==> config.mk <==
export PLATFORM = sky130hd
export DESIGN_NAME = q_capture_ctrl
export DESIGN_NICKNAME = d
export VERILOG_FILES = /design/src/rtl/q_capture_ctrl_pkg.sv /design/src/rtl/q_dr_sync.sv /design/src/rtl/q_capture_ctrl.sv
export SDC_FILE = /design/constraint.sdc
export NUM_CORES = 1
export LEC_CHECK = 0
export BUFFER_PORTS_ARGS = -buffer_cell sky130_fd_sc_hd__buf_2
export CORE_ASPECT_RATIO = 1.4
export CORE_MARGIN = 4
export CORE_UTILIZATION = 52
export DETAILED_ROUTE_END_ITERATION = 7
export PLACE_DENSITY = 0.75
export SYNTH_ARGS = -nofsm -noshare
export SYNTH_HDL_FRONTEND = slang
export SYNTH_SLANG_ARGS = --single-unit
==> constraint.sdc <==
create_clock -name clk -period 4.8 [get_ports clk]
set_clock_uncertainty 0.1 [all_clocks]
set_input_delay 0.24 -clock clk [delete_from_list [all_inputs] [get_ports clk]]
set_output_delay 0.24 -clock clk [all_outputs]
set_load 0.01 [all_outputs]
==> src/rtl/q_capture_ctrl_pkg.sv <==
// ---------------------------------------------------------------------------
// q_pkg
//   Shared definitions for the resolver-bank capture controller:
//   - FSM state encodings for q_capture_ctrl
//   - dual-rail lane codes as seen after synchronisation, written {rh_l, rl_l}
//   - a helper that maps a legal resolved code to its data bit
// ---------------------------------------------------------------------------
package q_pkg;

  localparam logic [1:0] ST_IDLE = 2'd0;
  localparam logic [1:0] ST_ARM  = 2'd1;
  localparam logic [1:0] ST_WAIT = 2'd2;
  localparam logic [1:0] ST_HOLD = 2'd3;

  // Both rails are active low, so a lane that has not settled reads 11.
  localparam logic [1:0] DR_NONE = 2'b11;
  localparam logic [1:0] DR_HI   = 2'b01;
  localparam logic [1:0] DR_LO   = 2'b10;
  localparam logic [1:0] DR_BAD  = 2'b00;

  // Data bit for one lane. Only meaningful for DR_HI/DR_LO; the caller
  // screens out DR_NONE and DR_BAD before the word is used.
  function automatic logic lane_value(input logic [1:0] code);
    logic v;
    case (code)
      DR_HI:   v = 1'b1;
      DR_LO:   v = 1'b0;
      default: v = 1'b0;
    endcase
    return v;
  endfunction

endpackage

==> src/rtl/q_dr_sync.sv <==
// ---------------------------------------------------------------------------
// q_dr_sync
//   Multi-flop synchroniser for WIDTH dual-rail lanes coming from the
//   asynchronous resolver bank. Each rail bit gets its own SYNC_STAGES chain.
//   Ports:
//     clk, rst         clock and synchronous active-high reset
//     rh_l, rl_l       asynchronous active-low rails from the resolvers
//     rh_l_s, rl_l_s   synchronised rails
//   Every flop resets to 1 so a freshly reset chain reads as "unresolved"
//   rather than as the illegal 00 code.
// ---------------------------------------------------------------------------
module q_dr_sync #(
  parameter int WIDTH       = 8,
  parameter int SYNC_STAGES = 2
) (
  input  logic             clk,
  input  logic             rst,
  input  logic [WIDTH-1:0] rh_l,
  input  logic [WIDTH-1:0] rl_l,
  output logic [WIDTH-1:0] rh_l_s,
  output logic [WIDTH-1:0] rl_l_s
);

  logic [WIDTH-1:0] rh_pipe [SYNC_STAGES];
  logic [WIDTH-1:0] rl_pipe [SYNC_STAGES];

  always_ff @(posedge clk) begin
    if (rst) begin
      for (int s = 0; s < SYNC_STAGES; s++) begin
        rh_pipe[s] <= '1;
        rl_pipe[s] <= '1;
      end
    end else begin
      rh_pipe[0] <= rh_l;
      rl_pipe[0] <= rl_l;
      for (int s = 1; s < SYNC_STAGES; s++) begin
        rh_pipe[s] <= rh_pipe[s-1];
        rl_pipe[s] <= rl_pipe[s-1];
      end
    end
  end

  assign rh_l_s = rh_pipe[SYNC_STAGES-1];
  assign rl_l_s = rl_pipe[SYNC_STAGES-1];

endmodule

==> src/rtl/q_capture_ctrl.sv <==
// ---------------------------------------------------------------------------
// q_capture_ctrl
//   Strobes a bank of q_resolver lanes, waits for every lane to resolve and
//   hands the packed word downstream over valid/ready. Illegal lane codes and
//   lanes that never settle raise sticky error flags instead of a word.
//   Ports:
//     clk, rst               clock and synchronous active-high reset
//     start                  capture request, honoured only in IDLE
//     q_rst, q_clk           reset and sample strobe to the resolver bank
//     rh_l, rl_l             asynchronous active-low dual-rail lane outputs
//     out_data, out_valid    captured word and its valid (held until accepted)
//     out_ready              downstream accept
//     busy                   high in every state except IDLE
//     err_both, err_timeout  sticky errors, cleared by the next accepted start
// ---------------------------------------------------------------------------
module q_capture_ctrl
  import q_pkg::*;
#(
  parameter int WIDTH       = 8,
  parameter int SYNC_STAGES = 2,
  parameter int TIMEOUT     = 15
) (
  input  logic             clk,
  input  logic             rst,
  input  logic             start,
  output logic             q_rst,
  output logic             q_clk,
  input  logic [WIDTH-1:0] rh_l,
  input  logic [WIDTH-1:0] rl_l,
  output logic [WIDTH-1:0] out_data,
  output logic             out_valid,
  input  logic             out_ready,
  output logic             busy,
  output logic             err_both,
  output logic             err_timeout
);

  localparam int              CNT_W   = $clog2(TIMEOUT + 1);
  localparam logic [CNT_W-1:0] CNT_EVAL = CNT_W'(SYNC_STAGES);
  localparam logic [CNT_W-1:0] CNT_TMO  = CNT_W'(TIMEOUT);

  logic [1:0]       state;
  logic [1:0]       state_nx;
  logic [CNT_W-1:0] cnt;
  logic [WIDTH-1:0] rh_l_s;
  logic [WIDTH-1:0] rl_l_s;
  logic [WIDTH-1:0] lane_word;
  logic             any_bad;
  logic             all_resolved;
  logic             eval;

  q_dr_sync #(
    .WIDTH       (WIDTH),
    .SYNC_STAGES (SYNC_STAGES)
  ) u_sync (
    .clk    (clk),
    .rst    (rst),
    .rh_l   (rh_l),
    .rl_l   (rl_l),
    .rh_l_s (rh_l_s),
    .rl_l_s (rl_l_s)
  );

  // Decode every lane. lane_word is only used when no lane is bad and none
  // is still unresolved, so its value for those codes does not matter.
  always_comb begin
    any_bad      = 1'b0;
    all_resolved = 1'b1;
    lane_word    = '0;
    for (int i = 0; i < WIDTH; i++) begin
      if ({rh_l_s[i], rl_l_s[i]} == DR_BAD)  any_bad      = 1'b1;
      if ({rh_l_s[i], rl_l_s[i]} == DR_NONE) all_resolved = 1'b0;
      lane_word[i] = lane_value({rh_l_s[i], rl_l_s[i]});
    end
  end

  // The first SYNC_STAGES WAIT cycles still carry pre-strobe values in the
  // synchroniser, so lanes are not looked at until they have been flushed.
  assign eval = (cnt >= CNT_EVAL);

  always_comb begin
    state_nx = state;
    case (state)
      ST_IDLE: if (start) state_nx = ST_ARM;
      ST_ARM:  state_nx = ST_WAIT;
      ST_WAIT: begin
        if (eval) begin
          if (any_bad)           state_nx = ST_IDLE;
          else if (all_resolved) state_nx = ST_HOLD;
          else if (cnt == CNT_TMO) state_nx = ST_IDLE;
        end
      end
      ST_HOLD: if (out_ready) state_nx = ST_IDLE;
      default: state_nx = ST_IDLE;
    endcase
  end

  // Outputs are registered from the next state so q_clk/q_rst reach the
  // resolver bank glitch-free.
  always_ff @(posedge clk) begin
    if (rst) begin
      state       <= ST_IDLE;
      cnt         <= '0;
      out_data    <= '0;
      err_both    <= 1'b0;
      err_timeout <= 1'b0;
      q_rst       <= 1'b1;
      q_clk       <= 1'b0;
      out_valid   <= 1'b0;
      busy        <= 1'b0;
    end else begin
      state     <= state_nx;
      q_rst     <= (state_nx == ST_IDLE) || (state_nx == ST_HOLD);
      q_clk     <= (state_nx == ST_ARM);
      out_valid <= (state_nx == ST_HOLD);
      busy      <= (state_nx != ST_IDLE);
      case (state)
        ST_IDLE: begin
          if (start) begin
            err_both    <= 1'b0;
            err_timeout <= 1'b0;
          end
        end
        ST_ARM: cnt <= '0;
        ST_WAIT: begin
          if (cnt != CNT_TMO) cnt <= cnt + 1'b1;
          if (eval) begin
            if (any_bad)             err_both    <= 1'b1;
            else if (all_resolved)   out_data    <= lane_word;
            else if (cnt == CNT_TMO) err_timeout <= 1'b1;
          end
        end
        default: ;
      endcase
    end
  end

endmodule
==> results of run 1 <==
cells by family (layout without fill, tap and decap cells):
logic type | after synthesis | count (layout) | synth area share [%]
buf+inv | 14 | 49 | 3.13
simple gates | 72 | 72 | 22.0
fa+ha+maj | 5 | 5 | 3.19
compound gates | 47 | 47 | 18.0
mux | 1 | 1 | 0.511
flops | 52 | 52 | 53.2
cell type report:
type	instances	area [um^2]
Sequential cell	52	1040
Multi-Input combinational cell	125	856
Clock inverter	3	25.0
Clock buffer	5	68.8
Fill cell	316	1370
Inverter	3	11.3
Tap cell	42	52.6
Timing Repair Buffer	38	215
worst max-delay path, stage by stage, from the launching register on:
cell,delay [ps]
dfxtp_1,330
a22oi_1,200
nand4_1,550
a211o_1,480
a21o_1,210
ha_1,170
nor2b_1,120
cell usage in the layout, fill, tap and decap left out, drive strengths merged, types with 2 or more instances in the layout:
cell type	count
inv	5
ha	5
dfxtp	52
nor2b	2
a21o	2
a21oi	8
nor2	5
nand2	9
buf	33
nand2b	9
nor3	2
o41ai	8
and2	2
a22oi	5
a21boi	2
a211oi	2
dlygate4sd3	5
o311ai	8
o22ai	4
a211o	2
or2	33
clkbuf	5
nor4	3
state kept, by name (all words and copies together), names as in the netlist:
register,cells
u_sync.rh_pipe,16
u_sync.rl_pipe,16
out_data,8
cnt,4
state,2
busy,1
err_both,1
err_timeout,1
out_valid,1
q_clk,1
q_rst,1
per-stage QoR:
| step | utilization, % | setup slack, ps | std cells | power, mW | area, um^2 |
|---|---|---|---|---|---|
| floorplan | - | 2800 | 191 | 0.496 | 1960 |
| global placement | 58.3 | 2620 | 255 | 0.510 | 2130 |
| detailed placement | 58.3 | 2530 | 255 | 0.513 | 2130 |
| CTS | 62.3 | 2510 | 268 | 0.763 | 2270 |
| global route | 62.3 | 2270 | 268 | 0.790 | 2270 |
| finish | 62.3 | 2500 | 268 | 0.757 | 2270 |
report_power, final:
group	switching (mW)	leakage [nW]	internal [mW]
Sequential	0.00876	0.428	0.447
Clock	0.146	0.0452	0.106
Combinational	0.0223	0.438	0.0271
repair_timing:
action                    4_1_cts  5_1_grt
resized for setup               0        0
hold buffers                    5        0
hold endpoints to repair        5        0
layer usage:
metal	GRT usage [%]	wire length [um]	part of all wire (%)	up-vias
met4	8.87	87	2.4	0
met3	4.82	167	4.7	9
li1	-	-	-	752
met1	16.6	1340	38	702
met5	0	0	0	-
met2	30.4	1970	55	39
worst paths after layout:
| check | from | to | slack, ps | depth (start not counted) |
|---|---|---|---|---|
| setup / recovery | u_sync.rh_pipe[0][14]$_SDFF_PP1_ | q_clk$_SDFF_PP0_ | 2500 | 6 |
| hold / removal | rh_l[0] | u_sync.rh_pipe[0][0]$_SDFF_PP1_ | 7 | 2 |
| hold reg to reg | u_sync.rl_pipe[0][7]$_SDFF_PP1_ | u_sync.rl_pipe[0][15]$_SDFF_PP1_ | 320 | 1 |
| setup reg to reg | u_sync.rh_pipe[0][14]$_SDFF_PP1_ | q_clk$_SDFF_PP0_ | 2500 | 6 |
==> flow_summary.ini, run 1 <==
[route]
drc = 0
drt_first_pass_iters = 4
ant_nets = 0
num_vias = 1502
routed_wl_um = 3560
via_per_inst = 5.60
wl_per_cell_um = 13.3
drtIter0Drc = 87

[timing]
timing.hold.ws_ps = 6.90
fmax_mhz = 436
hold_viol_final = 0
relSlewSlack_pct = 54.2
period_needed_ps = 2300
drv_slew = 0
setup_tns_ps = 0
fin_crit_sh_pct = 47.8
tightest_slew_ps = 687
rsz0062_at_grt = no
setup-violations-final = 0

[layout]
nets = 250
drive_gt1_share_pct = 34.1
area_delta_synth_final_pct = 15.9
antenna_cells = 0

[critical_path]
cp-start-kind = flop
setup.worst_path.class = flop to flop
critPathRequiredTime_ps = 4880
critPathArrivalTime_ps = 2370
endpoint_kind = flop
critPathMaxFanout = 19

[logic_synthesis]
synth_top_area_cell = dfxtp_1
synth_edf_count = 0
synthTopCellsByCount = dfxtp_1, or2_2, clkbuf_1, nand2_1
synth.most_common_cell = dfxtp_1
synth_nets = 216
ys_ff_latch = 52
async_reset_ff_share_pct = 0
synth_area_leaders = dfxtp_1, or2_2, o311ai_0, o41ai_1, ha_1
yosysSeqAreaShare_pct = 53.2
syn_inst = 191
syn-cell-area_um2 = 1960
yosysUniqueCellTypes = 38
synth_top_area_share_pct = 53.2
yosys_warnings = 0
avgSynthCellArea_um2 = 10.3
ys.flop_type = dfxtp_1

[clocking]
cts-buffers-inserted = 5
cts_tree = done
h-tree-depth = 2
cts-root-buf = clkbuf_8
clk_latency_ps = 310
numClockSinks = 52
postCtsSetupBuffers = 0
cts.clk_slew.worst_paths_ps = 90
cts_buffer_depth = 2

[power]
pwr_density_cell_nw_per_um2 = 334
p_leak_nw = 0.912
vdd_drop_max_v = 0.000340

[floorplan]
num_rows = 26
core_region_area_um2 = 3640
dieArea_um2 = 4830
initial_utilization_pct = 53.7
die_w_um = 59.9
io_pins = 34
die_height_um = 80.6

[job]
drv_cap = 0

[grt]
grt_pass1_vias = 1410
grt_pass1_wl_um = 6080
grt_remaining_overflow = 0
grt_max_degree = 52
track_usage_pct = 16.8
antenna_found_initial = 0

[run_status]
status = complete, no violations

[place]
io_buffer_count = 33
dp_hpwl_um = 2590
gp_congestion = 0.808

[hold_path]
hp-class = input port to flop
Note: power is estimated with default switching activity, not from simulation.
==> run 2: changes to the inputs <==
Settings changed: ABC_AREA set to 1.
Clock period 4.8 ns to 2.2 ns, I/O delays scaled along.
==> flow_summary.ini, run 2 <==
[logic_synthesis]
yosysUniqueCellTypes = 24
synth_area_leaders = dfxtp_1, or2_2, nand2_1, nor2_1, inv_1
synth.most_common_cell = dfxtp_1
ys_ff_latch = 52
syn_inst = 242
avgSynthCellArea_um2 = 8.32
async_reset_ff_share_pct = 0
synth_top_area_cell = dfxtp_1
synthTopCellsByCount = dfxtp_1, nand2_1, nor2_1
yosysSeqAreaShare_pct = 51.7
synth_nets = 267
yosys_warnings = 0
ys.flop_type = dfxtp_1
synth_edf_count = 0
syn-cell-area_um2 = 2010
synth_top_area_share_pct = 51.7

[clocking]
numClockSinks = 52
clk_latency_ps = 310
cts_tree = done
cts-root-buf = clkbuf_8
cts.clk_slew.worst_paths_ps = 90
cts_buffer_depth = 2
postCtsSetupBuffers = 0
h-tree-depth = 2
cts-buffers-inserted = 5

[timing]
rsz0062_at_grt = no
fmax_mhz = 560
hold_viol_final = 0
setup_tns_ps = 0
relSlewSlack_pct = 64.4
drv_slew = 0
period_needed_ps = 1780
setup_ws_ps = 416
fin_crit_sh_pct = 81.1
setup-violations-final = 0
tightest_slew_ps = 534

[place]
gp_congestion = 0.791
post-place-ws_ps = 422
dp_hpwl_um = 2250
io_buffer_count = 33

[route]
ant_nets = 0
drtIter0Drc = 34
num_vias = 1519
wl_per_cell_um = 9.56
via_per_inst = 4.52
routed_wl_um = 3210
drc = 0
drt_first_pass_iters = 4

[layout]
regArea_um2 = 1040
nets = 318
area_delta_synth_final_pct = 22.4
top_regs = u_sync.rh_pipe: 16 flops, u_sync.rl_pipe: 16 flops, out_data: 8 flops
drive_gt1_share_pct = 29.3
multi_input_area_um2 = 858
mostFrequentLayoutCells = dfxtp_1, nand2_1, nor2_1
final_common_cell = dfxtp_1
antenna_cells = 0
fill_cells = 309

[grt]
track_usage_pct = 14.9
grt_remaining_overflow = 0
grt_pass1_wl_um = 5450
grt_pass1_vias = 1349
grt_max_degree = 42
antenna_found_initial = 0

[critical_path]
crit_path_cell_trace = inv_1 -> ha_1 -> nor2_1 -> nand2_2 -> nand2_4 -> inv_6 -> nand3_1 -> nand2_1 -> nand2_1 -> inv_1 -> ha_1 -> inv_1 -> nor2_1
critPathMaxFanout = 10
r2r_cells = 13
r2r-start = cnt[0]$_SDFFE_PP0P_
timing.rr.end = q_clk$_SDFF_PP0_
ff2ff_setup_slack_ps = 420
critPathArrivalTime_ps = 1870
critPathRequiredTime_ps = 2280
slowest_stage = dfxtp_1
worst-path-buf-inv = 4
setup.worst_path.class = flop to flop
endpoint_kind = flop
cp-start-kind = flop
cpMostUsedCell = inv_1
slowest_delay_ps = 360
cp_top_family = simple AND/OR/NAND/NOR gates
startpoint = cnt[0]$_SDFFE_PP0P_

[power]
pwr_density_cell_nw_per_um2 = 693
vdd_drop_max_v = 0.000585
p_leak_nw = 1.25

[hold_path]
hp-class = input port to flop
hold_start = start
min_to = err_timeout$_SDFFE_PP0P_
whs_path_depth = 4

[floorplan]
die_w_um = 60.6
core_region_area_um2 = 3710
num_rows = 26
dieArea_um2 = 4940
initial_utilization_pct = 54.3
die_height_um = 81.6
io_pins = 34

[run_status]
status = complete, no violations

[job]
drv_cap = 0
run 2: area by class of cell:
cell class                      count  share of cell area [%]
Inverter                           21                    3.40
Tap cell                           42                    2.13
Timing Repair Buffer               50                    13.5
Clock buffer                        5                    2.79
Multi-Input combinational cell    163                    34.8
Clock inverter                      3                    1.07
Sequential cell                    52                    42.3
run 2: cell families (layout without fill, tap and decap cells):
kind of cell | count (synthesis) | count (layout) | synth area share, %
flops | 52 | 52 | 51.7
compound gates | 9 | 9 | 2.42
xor+xnor | 1 | 1 | 0.435
buf+inv | 27 | 79 | 5.66
simple gates | 148 | 148 | 36.7
fa+ha+maj | 5 | 5 | 3.11
run 2: where the power goes:
group	switching (mW)	total [mW]	internal, mW
Combinational	0.0784	0.161	0.0823
Sequential	0.0183	0.999	0.980
Clock	0.315	0.547	0.232
run 2: worst min-delay path: cells and delay by family:
kind | cells | cell delay, ps
AND/OR/NAND/NOR | 2 | 160
buffers and inverters | 1 | 90
AO/OA/AOI/OAI | 1 | 50
run 2: repair_timing:
item / CTS / global route
hold buffers: 16 / 0
resized for setup: 0 / 0
endpoints found under the hold margin: 16 / 0
run 2: how the worst max path moves through the flow:
stage / endpoint / slack (ps) / cells past startpoint
3_3_place_gp: out_valid$_SDFF_PP0_ / 450 / 13
3_5_place_dp: q_clk$_SDFF_PP0_ / 420 / 13
4_1_cts: q_clk$_SDFF_PP0_ / 400 / 13
5_1_grt: out_valid$_SDFF_PP0_ / 260 / 13
6_report: q_clk$_SDFF_PP0_ / 420 / 13
2_1_floorplan: out_valid$_SDFF_PP0_ / 550 / 13
run 2: layer usage:
metal	track usage, %	up-vias	share of wire [%]
li1	-	842	-
met1	14.5	641	40
met2	27.4	30	52
met3	4.56	6	4.8
met4	7.16	0	2.4
met5	0	-	0
run 2: per-stage QoR:
step | hold slack, ps | util, % | cell area (um^2) | total power, mW | cells
3_3_place_gp | 192 | 59.5 | 2210 | 1.16 | 312
6_report | 35.2 | 66.4 | 2460 | 1.71 | 336
2_1_floorplan | 114 | - | 2010 | 1.12 | 242
4_1_cts | 37.7 | 66.4 | 2460 | 1.72 | 336
5_1_grt | 58.5 | 66.4 | 2460 | 1.79 | 336
3_5_place_dp | 194 | 59.5 | 2210 | 1.16 | 312
==> run 3: changes to the inputs <==
Clock period 2.2 ns to 1.76 ns, I/O delays scaled along.
==> flow_summary.ini, run 3 (synthesis gave the netlist of run 2 again) <==
[run_status]
status = complete, no violations

[place]
place_area_um2 = 2220
io_buffer_count = 33
dp_hpwl_um = 2360
gp_congestion = 0.830
dpl.cell_count = 314

[critical_path]
slowest_stage = dfxtp_2
endpoint_kind = flop
crit_path_cell_trace = inv_1 -> ha_2 -> nor2_4 -> nand2_2 -> nand2_4 -> inv_6 -> nand3_1 -> nand2_1 -> nand2_2 -> inv_1 -> ha_1 -> inv_1 -> nor2_1
setup.worst_path.class = flop to flop
cpMostUsedCell = inv_1
critPathArrivalTime_ps = 1740
slowest_delay_ps = 350
critPathRequiredTime_ps = 1860
cp_top_family = simple AND/OR/NAND/NOR gates
worst-path-buf-inv = 4
cp-start-kind = flop
critPathMaxFanout = 3

[floorplan]
initial_utilization_pct = 54.3
core_region_area_um2 = 3710
num_rows = 26
die_w_um = 60.6
die_height_um = 81.6
dieArea_um2 = 4940
io_pins = 34

[clocking]
cts-buffers-inserted = 5
cts-root-buf = clkbuf_8
cts_tree = done
cts_buffer_depth = 2
h-tree-depth = 2
numClockSinks = 52
cts.clk_slew.worst_paths_ps = 100
clk_latency_ps = 300

[power]
finalPower_mw = 2.30
vdd_drop_max_v = 0.000829
p_leak_nw = 1.28
pwr_density_cell_nw_per_um2 = 903

[layout]
nets = 322
top_regs = u_sync.rh_pipe: 16 flops, u_sync.rl_pipe: 16 flops, out_data: 8 flops
antenna_cells = 0
finalNonFillerCells = 340
area_delta_synth_final_pct = 26.3
drive_gt1_share_pct = 32.2
mostFrequentLayoutCells = dfxtp_1, nand2_1, nor2_1
finish.instance_area_um2 = 2540
final_common_cell = dfxtp_1

[route]
drc = 0
wl_per_cell_um = 9.68
ant_nets = 0
drtIter0Drc = 34
routed_wl_um = 3290
drt_first_pass_iters = 4
num_vias = 1571
via_per_inst = 4.62

[grt]
grt_remaining_overflow = 0
track_usage_pct = 15.6
grt_max_degree = 25
grt_pass1_vias = 1420
antenna_found_initial = 0
grt_pass1_wl_um = 5730

[hold_path]
hp-class = input port to flop

[timing]
fin_crit_sh_pct = 93.6
tightest_slew_ps = 354
setup_tns_ps = 0
period_needed_ps = 1650
drv_slew = 0
setup-violations-final = 0
fmax_mhz = 607
hold_viol_final = 0
relSlewSlack_pct = 76.3

[job]
drv_cap = 0
==> run 3: cell type report <==
class                   instances  area, um^2
fillers                       322        1170
flip-flops and latches         52        1050
multi-input cells             163         876
repair buffers                 54         365
inverters                      21        83.8
clock buffers                   5        68.8
well taps                      42        52.6
clock inverters                 3        50.0
==> run 3: repair_timing <==
| item | CTS | global route |
|---|---|---|
| gates resized for setup | 0 | 9 |
| endpoints found under the hold margin | 18 | 0 |
| setup endpoints to repair | 0 | 12 |
| setup buffers | 0 | 1 |
| hold buffers | 17 | 0 |
==> run 3: per-layer routing <==
layer	wire length, um	up-vias	global-route usage (%)
met4	76	0	8.46
met2	1750	37	27.9
met1	1320	678	16.1
met3	138	7	3.77
li1	-	849	-
met5	0	-	0
==> run 3: worst register-to-register path: cells and delay by family, from the launching register on <==
| family | cells | cell delay (ps) |
|---|---|---|
| fa+ha+maj | 2 | 370 |
| buf+inv | 4 | 200 |
| flops | 1 | 350 |
| simple gates | 7 | 510 |
==> run 3: report_power, final <==
| group | total [mW] | switching (mW) | internal [mW] |
|---|---|---|---|
| Clock | 0.839 | 0.401 | 0.439 |
| Combinational | 0.211 | 0.103 | 0.108 |
| Sequential | 1.25 | 0.0230 | 1.22 |
==> run 3: worst paths after layout <==
check,depth (start not counted),from,endpoint,slack (ps)
min,2,rst,u_sync.rh_pipe[0][0]$_SDFF_PP1_,70
min reg2reg,1,u_sync.rh_pipe[0][6]$_SDFF_PP1_,u_sync.rh_pipe[0][14]$_SDFF_PP1_,310
max,13,cnt[0]$_SDFFE_PP0P_,out_valid$_SDFF_PP0_,110
max reg2reg,13,cnt[0]$_SDFFE_PP0P_,out_valid$_SDFF_PP0_,110
==> run 3: per-stage QoR <==
stage	utilization [%]	hold WS [ps]	worst slack (ps)
CTS	67.7	67.9	5.47
detailed placement	60.0	172	25.9
global placement	60.0	170	72.2
finish	68.6	71.1	112
global route	68.6	94.7	-4.56
floorplan	-	91.8	109
